==> src/rtl/reset_release_sequencer.sv <==
// Reset release sequencer: holds every domain in reset for HOLD_CYCLES, then
// releases the domains one at a time in index order, GAP_CYCLES apart.
// Each clock enable follows its reset release by one cycle. A request input
// aborts whatever is in progress and re-runs the whole sequence.
module reset_release_sequencer #(
    parameter int N_STAGES    = 3,
    parameter int HOLD_CYCLES = 16,
    parameter int GAP_CYCLES  = 4
) (
    input  logic                i_clk,
    input  logic                i_rst,
    input  logic                i_req,
    output logic [N_STAGES-1:0] o_rst,
    output logic [N_STAGES-1:0] o_rst_n,
    output logic [N_STAGES-1:0] o_clk_en,
    output logic                o_busy,
    output logic                o_done
);

    localparam int MAX_CYCLES = (HOLD_CYCLES > GAP_CYCLES) ? HOLD_CYCLES : GAP_CYCLES;
    localparam int CNT_WIDTH  = $clog2(MAX_CYCLES + 1);
    localparam int IDX_WIDTH  = (N_STAGES > 1) ? $clog2(N_STAGES) : 1;

    localparam logic [CNT_WIDTH-1:0] HOLD_LAST = CNT_WIDTH'(HOLD_CYCLES - 1);
    localparam logic [CNT_WIDTH-1:0] GAP_LAST  = CNT_WIDTH'(GAP_CYCLES - 1);
    localparam logic [IDX_WIDTH-1:0] IDX_LAST  = IDX_WIDTH'(N_STAGES - 1);

    typedef enum logic [1:0] {
        IDLE    = 2'd0,
        HOLD    = 2'd1,
        RELEASE = 2'd2
    } state_t;

    state_t                state_q, state_d;
    logic [CNT_WIDTH-1:0]  cnt_q, cnt_d;
    logic [IDX_WIDTH-1:0]  idx_q, idx_d;
    logic [IDX_WIDTH-1:0]  idx_inc;
    logic [N_STAGES-1:0]   rst_d;
    logic [N_STAGES-1:0]   clk_en_d;
    logic                  busy_d;
    logic                  done_d;

    assign idx_inc = idx_q + 1'b1;

    // Next-state and next-output logic; a request overrides every state.
    always_comb begin
        state_d  = state_q;
        cnt_d    = cnt_q;
        idx_d    = idx_q;
        rst_d    = o_rst;
        // Enables trail the reset release by one edge.
        clk_en_d = ~o_rst;
        busy_d   = o_busy;
        done_d   = 1'b0;

        if (i_req) begin
            state_d  = HOLD;
            cnt_d    = '0;
            idx_d    = '0;
            rst_d    = '1;
            clk_en_d = '0;
            busy_d   = 1'b1;
        end else begin
            case (state_q)
                HOLD: begin
                    if (cnt_q == HOLD_LAST) begin
                        rst_d[0] = 1'b0;
                        cnt_d    = '0;
                        idx_d    = '0;
                        state_d  = RELEASE;
                    end else begin
                        cnt_d = cnt_q + 1'b1;
                    end
                end
                RELEASE: begin
                    if (cnt_q == GAP_LAST) begin
                        cnt_d = '0;
                        if (idx_q == IDX_LAST) begin
                            done_d  = 1'b1;
                            busy_d  = 1'b0;
                            state_d = IDLE;
                        end else begin
                            idx_d = idx_inc;
                            for (int k = 0; k < N_STAGES; k++) begin
                                if (k == int'(idx_inc)) rst_d[k] = 1'b0;
                            end
                        end
                    end else begin
                        cnt_d = cnt_q + 1'b1;
                    end
                end
                default: begin
                    rst_d  = '0;
                    busy_d = 1'b0;
                end
            endcase
        end
    end

    // State and registered outputs; reset restarts the full sequence.
    always_ff @(posedge i_clk) begin
        if (i_rst) begin
            state_q  <= HOLD;
            cnt_q    <= '0;
            idx_q    <= '0;
            o_rst    <= '1;
            o_rst_n  <= '0;
            o_clk_en <= '0;
            o_busy   <= 1'b1;
            o_done   <= 1'b0;
        end else begin
            state_q  <= state_d;
            cnt_q    <= cnt_d;
            idx_q    <= idx_d;
            o_rst    <= rst_d;
            o_rst_n  <= ~rst_d;
            o_clk_en <= clk_en_d;
            o_busy   <= busy_d;
            o_done   <= done_d;
        end
    end

endmodule

==> config.mk <==
export PLATFORM = sky130hd
export DESIGN_NAME = reset_release_sequencer
export DESIGN_NICKNAME = d
export VERILOG_FILES = /design/src/rtl/reset_release_sequencer.sv
export SDC_FILE = /design/constraint.sdc
export NUM_CORES = 1
export LEC_CHECK = 0
export CAP_MARGIN = 15
export CORE_UTILIZATION = 46
export CTS_CLUSTER_DIAMETER = 100
export DETAILED_ROUTE_END_ITERATION = 8
export GPL_ROUTABILITY_DRIVEN = 0
export HOLD_SLACK_MARGIN = 0.02
export PLACE_DENSITY = 0.72
export SYNTH_ARGS = -nofsm -noshare
export SYNTH_HDL_FRONTEND = slang
export SYNTH_SLANG_ARGS = --single-unit
==> constraint.sdc <==
create_clock -name i_clk -period 1.8 [get_ports i_clk]
set_clock_uncertainty 0.15 [all_clocks]
set_input_delay 0.18 -clock i_clk [delete_from_list [all_inputs] [get_ports i_clk]]
set_output_delay 0.18 -clock i_clk [all_outputs]
set_load 0.1 [all_outputs]
==> impl_metrics.csv, run 1 <==
group,metric,value,unit
route,vias,808,
logic_synthesis,synth.distinct_cells,33,
clocking,clock_sinks,20,
critical_path,cp_data_arrival_time,1800,ps
critical_path,critPathCaptureType,"register",
critical_path,crit_cells,5,
die,initial_core_util,48.9,%
critical_path,r2r_slack,60,ps
logic_synthesis,yosys-top-cells-area,"dfxtp_1, ha_1, a21oi_1, o21ai_0, inv_1",
logic_synthesis,synth_top_area_share,42.2,%
power,p_per_area,577,nW/um^2
power,power_leakage,0.530,nW
sta,period_needed,1740,ps
place,post-dp-hpwl,1530,um
sta,slew_headroom,76.1,%
route,dr.pass1.iters,3,
global_routing,track_usage,20.2,%
final_layout,insertedDiodeCount,0,
power,power.total,0.000735,W
route,drc,0,
logic_synthesis,yosysTopAreaCell,"dfxtp_1",
logic_synthesis,syn-num-nets,116,
sta,maxSlewViolCount,0,
power,ir_worst_vdd,0.414,mV
critical_path,crit_family,"simple AND/OR/NAND/NOR gates",
critical_path,worstPathCellList,"ha_4 > or4b_4 > nor3_4 > nand2_1 > a31o_1",
critical_path,cp.buffers_inverters,0,
final_layout,nNetsFinal,142,
critical_path,crit_start,"cnt_q[1]",
global_routing,grt-ovfl-total,0,
logic_synthesis,synthCells,104,
clocking,clock_latency,300,ps
critical_path,worstSetupStartpointType,"register",
die,die_h,47.4,um
route,antenna_left,0,
final_layout,multi_input_area,532,sq um
critical_path,crit_end,"o_rst[2]",
sta,fmax,575,MHz
clocking,clk_path_buf_depth,2,
logic_synthesis,synth_edf_count,0,
critical_path,crit_slowest_cell,"or4b_4",
route,drt-initial-drc-count,10,
critical_path,rr_startpoint,"cnt_q[1]",
logic_synthesis,synth.most_common_cell,"dfxtp_1",
route,vias_per_cell,5.18,
die,rows,16,
global_routing,grt_pass1_vias,736,
die,die_x,47.4,um
die,io_pins,14,
final_layout,area_growth_syn_to_layout,34.1,%
place,place_area,1210,sq um
final_layout,seq_area,403,sq um
critical_path,rr_worst_depth,5,
clocking,cts_made_buffers,3,
clocking,cts.clk_slew.worst_paths,110,ps
sta,hold_viol,0,
logic_synthesis,synth_commonest_cells,"dfxtp_1, ha_1, inv_1, nor2_1",
final_layout,drive_gt1_share,30.2,%
clocking,cts_tree,"built",
clocking,cts_hold_buf,0,
route,wl_per_cell,12.8,um
place,port_buffers,13,
final_layout,fin_util,65.6,%
die,dieArea,2250,sq um
sta,rsz0062_at_grt,"yes",
critical_path,max_stage_delay,520,ps
logic_synthesis,yosys_warnings,0,
logic_synthesis,ys_ff_latch,20,
route,wl,2000,um
critical_path,required,1860,ps
sta,period_share,96.6,%
sta,tightest_slew,356,ps
global_routing,antenna_found_initial,0,
logic_synthesis,ys_seq_area_share,42.2,%
logic_synthesis,synth_ff_type,"dfxtp_1",
run,cap_violations,0,
status,status,"completed",
sta,tns,0,ps
die,core_region_area,1940,sq um
sta,setup_viol,0,
global_routing,grt_pass1_wl,3160,um
critical_path,cp_max_fo,4,
global_routing,grt_max_degree,13,
final_layout,final_cell_area,1270,sq um
clocking,cts_max_level,1,
logic_synthesis,syn_avg_cell_area,9.13,sq um
logic_synthesis,netlist_area,950,sq um
hold_path,hold_class,"reg -> reg",
critical_path,setup.worst_path.class,"reg -> reg",
critical_path,r2r_end,"o_rst[2]",
final_layout,fillers,160,
clocking,root_buffer,"clkbuf_4",
logic_synthesis,synthArstFlopShare,0,%
## per-stage QoR
| stage | setup WS (ps) | hold WS [ps] | cells |
|---|---|---|---|
| CTS | 9.51 | 352 | 155 |
| detailed placement | -37.4 | 329 | 151 |
| finish | 62.0 | 349 | 156 |
| global placement | 19.5 | 317 | 151 |
| floorplan | 12.1 | 182 | 104 |
| global route | -15.7 | 378 | 156 |
## flip-flops by register name, indices dropped and copies added (netlist names)
name,flops
idx_q,2
o_rst,3
o_clk_en,3
o_rst_n,3
o_busy,1
state_q,2
cnt_q,5
o_done,1
## worst min path at each step
| stage | endpoint | depth (start not counted) | from |
|---|---|---|---|
| CTS | o_clk_en[2] | 1 | o_rst[2] |
| floorplan | o_busy | 2 | i_rst |
| global route | o_clk_en[0] | 1 | o_rst[0] |
| global placement | o_clk_en[1] | 1 | o_rst[1] |
| detailed placement | o_clk_en[1] | 1 | o_rst[1] |
| finish | o_clk_en[1] | 1 | o_rst[1] |
## kinds of logic (layout without fill, tap and decap cells)
group           after synthesis  in the layout  synth area share (%)
simple gates                 33             33                  21.3
flops                        20             20                  42.2
fa+ha+maj                     9              9                  11.9
buf+inv                      12             37                  5.14
xor+xnor                      1              1                 0.922
compound gates               29             29                  18.6
## placed cells by master (no fill, tap or decap), types with 2 or more instances in the layout
master and n:
dfxtp_1 18, a31oi_1 2, o21a_1 2, buf_12 4
nor3_1 2, ha_1 7, inv_1 9, nand2_1 5
and3_1 2, buf_4 18, o21ai_0 6, clkdlybuf4s50_1 2
clkbuf_4 3, dfxtp_2 2, nand3_1 2, o21ai_1 5
nor2_1 9, nand4_1 2, a21oi_1 7, a31o_1 2
## final cells by class
| class | instances | area share [%] |
|---|---|---|
| multi-input combinational | 72 | 41.7 |
| timing repair buffer | 24 | 18.5 |
| inverter | 9 | 2.65 |
| sequential | 20 | 31.6 |
| tap | 27 | 2.65 |
| clock buffer | 4 | 2.85 |
## layer usage
layer | track usage (%) | wire (um)
met1 | 25.2 | 858
met5 | 0 | 0
met4 | 10.3 | 58
met2 | 32.9 | 1010
met3 | 4.15 | 73
## repair_timing
action | CTS | global route
endpoints found under the setup margin | 4 | 7
gates resized for setup | 5 | 2
pin swaps | 0 | 9
buffers inserted | 0 | 1
## power by group
part           leakage, nW  internal [W]  total (W)  switching (W)
Clock               0.0210      0.000124   0.000260       0.000136
Combinational        0.346     0.0000148  0.0000284      0.0000136
Sequential           0.162      0.000445   0.000447     0.00000212
No activity file was read; power rests on OpenSTA's default activity.
==> run 2, diff against run 1 <==
CAP_MARGIN = unset   (was 15)
==> results of run 2 <==
No change in the layout: final DEF, timing and power equal those of run 1.
==> run 3, diff against run 2 <==
CAP_MARGIN = 20   (was unset)
SKIP_CTS_REPAIR_TIMING = 1   (was unset)
==> run 3 against run 2 <==
  * Combinational power decreased by 1%
  * First-iteration DRC count decreased by 20%
  * Total power increased by 0.77%
  * Utilization increased by 0.13 points
  * Hold slack about the same
  * Highest routed layer unchanged
  * Largest cell class unchanged
  * Clock power increased by 2%
==> impl_metrics.csv, run 3 (synthesis gave the netlist of run 1 again) <==
group,metric,value,unit
status,status,"completed",
power,p_per_area,581,nW/um^2
clocking,cts_made_buffers,3,
final_layout,largest_register_ffs,5,
final_layout,final_cell_area,1280,sq um
global_routing,grt_max_degree,13,
die,die_x,47.4,um
clocking,cts_max_level,1,
route,drc,0,
global_routing,grt_pass1_vias,730,
sta,maxSlewViolCount,0,
route,vias,813,
final_layout,area_growth_syn_to_layout,34.4,%
final_layout,mostFrequentLayoutCell,"dfxtp_1",
final_layout,nNetsFinal,141,
clocking,root_buffer,"clkbuf_4",
sta,slew_headroom,75.8,%
route,drt-initial-drc-count,8,
sta,setup_ws,48.7,ps
sta,rsz0062_at_grt,"yes",
global_routing,grt_pass1_wl,3100,um
power,power.total,0.000741,W
clocking,clk_path_buf_depth,2,
place,post-dp-hpwl,1530,um
final_layout,regMostFlops,"cnt_q",
sta,tns,0,ps
critical_path,critPathCaptureType,"register",
place,dp_slack,-37.4,ps
final_layout,drive_gt1_share,29.7,%
clocking,clock_sinks,20,
die,core_region_area,1940,sq um
die,io_pins,14,
sta,tightest_slew,360,ps
clocking,cts_tree,"built",
clocking,cts.clk_slew.worst_paths,110,ps
power,power_leakage,0.526,nW
die,initial_core_util,48.9,%
place,port_buffers,13,
critical_path,cp_data_arrival_time,1820,ps
critical_path,required,1860,ps
final_layout,fillers,164,
critical_path,setup.worst_path.class,"reg -> reg",
place,place_area,1210,sq um
sta,hold_viol,0,
global_routing,track_usage,19.8,%
hold_path,hold_class,"reg -> reg",
critical_path,cp_max_fo,4,
sta,setup_viol,0,
final_layout,final_cell_mix,"dfxtp_1, buf_4, inv_1, nor2_1",
route,dr.pass1.iters,4,
route,wl_per_cell,13.2,um
die,rows,16,
sta,hold_ws,349,ps
sta,fmax,571,MHz
global_routing,grt-ovfl-total,0,
route,vias_per_cell,5.25,
sta,period_needed,1750,ps
sta,period_share,97.3,%
critical_path,worstSetupStartpointType,"register",
route,antenna_left,0,
die,die_h,47.4,um
power,ir_worst_vdd,0.420,mV
die,dieArea,2250,sq um
global_routing,antenna_found_initial,0,
route,wl,2050,um
run,cap_violations,0,
final_layout,insertedDiodeCount,0,
clocking,clock_latency,310,ps
## run 3: path summary, 6_finish.rpt
| kind | start | endpoint | slack [ps] | cells after the start |
|---|---|---|---|---|
| worst max-delay path | cnt_q[1] | o_rst[2] | 50 | 5 |
| worst max register to register | cnt_q[1] | o_rst[2] | 50 | 5 |
| worst min-delay path | o_rst[1] | o_clk_en[1] | 350 | 1 |
| worst min register to register | o_rst[1] | o_clk_en[1] | 350 | 1 |
## run 3: worst max-delay path, cell delays in order, from the launching register on
cell	delay, ps
dfxtp_2	370
ha_4	140
or4b_4	530
nor3_4	200
nand2_1	90
a31o_1	170
## run 3: area by class of cell
type	instances	area [sq um]	share of cell area [%]
well taps	27	33.8	2.65
clock buffers	4	36.3	2.84
repair buffers	23	228	17.8
flip-flops and latches	20	403	31.6
multi-input cells	72	542	42.5
inverters	9	33.8	2.65
## run 3: metrics by stage
step | cells | utilization [%]
6_report | 155 | 65.7
5_1_grt | 155 | 65.7
4_1_cts | 155 | 64.0
3_5_place_dp | 151 | 62.1
3_3_place_gp | 151 | 62.1
2_1_floorplan | 104 | -
## run 3: power by group
part           leakage [nW]  total (W)  internal, W  switching (W)
registers             0.162   0.000447     0.000445     0.00000214
logic                 0.343  0.0000280    0.0000144      0.0000136
clock network        0.0210   0.000266     0.000124       0.000142
## run 3: routing by layer
layer  up-vias  track usage [%]  wire, um
met1       371             24.7       905
li1        413                -         -
met2        20             32.1      1000
met4         0             10.3        61
met5         -                0         0
met3         9             4.15        78
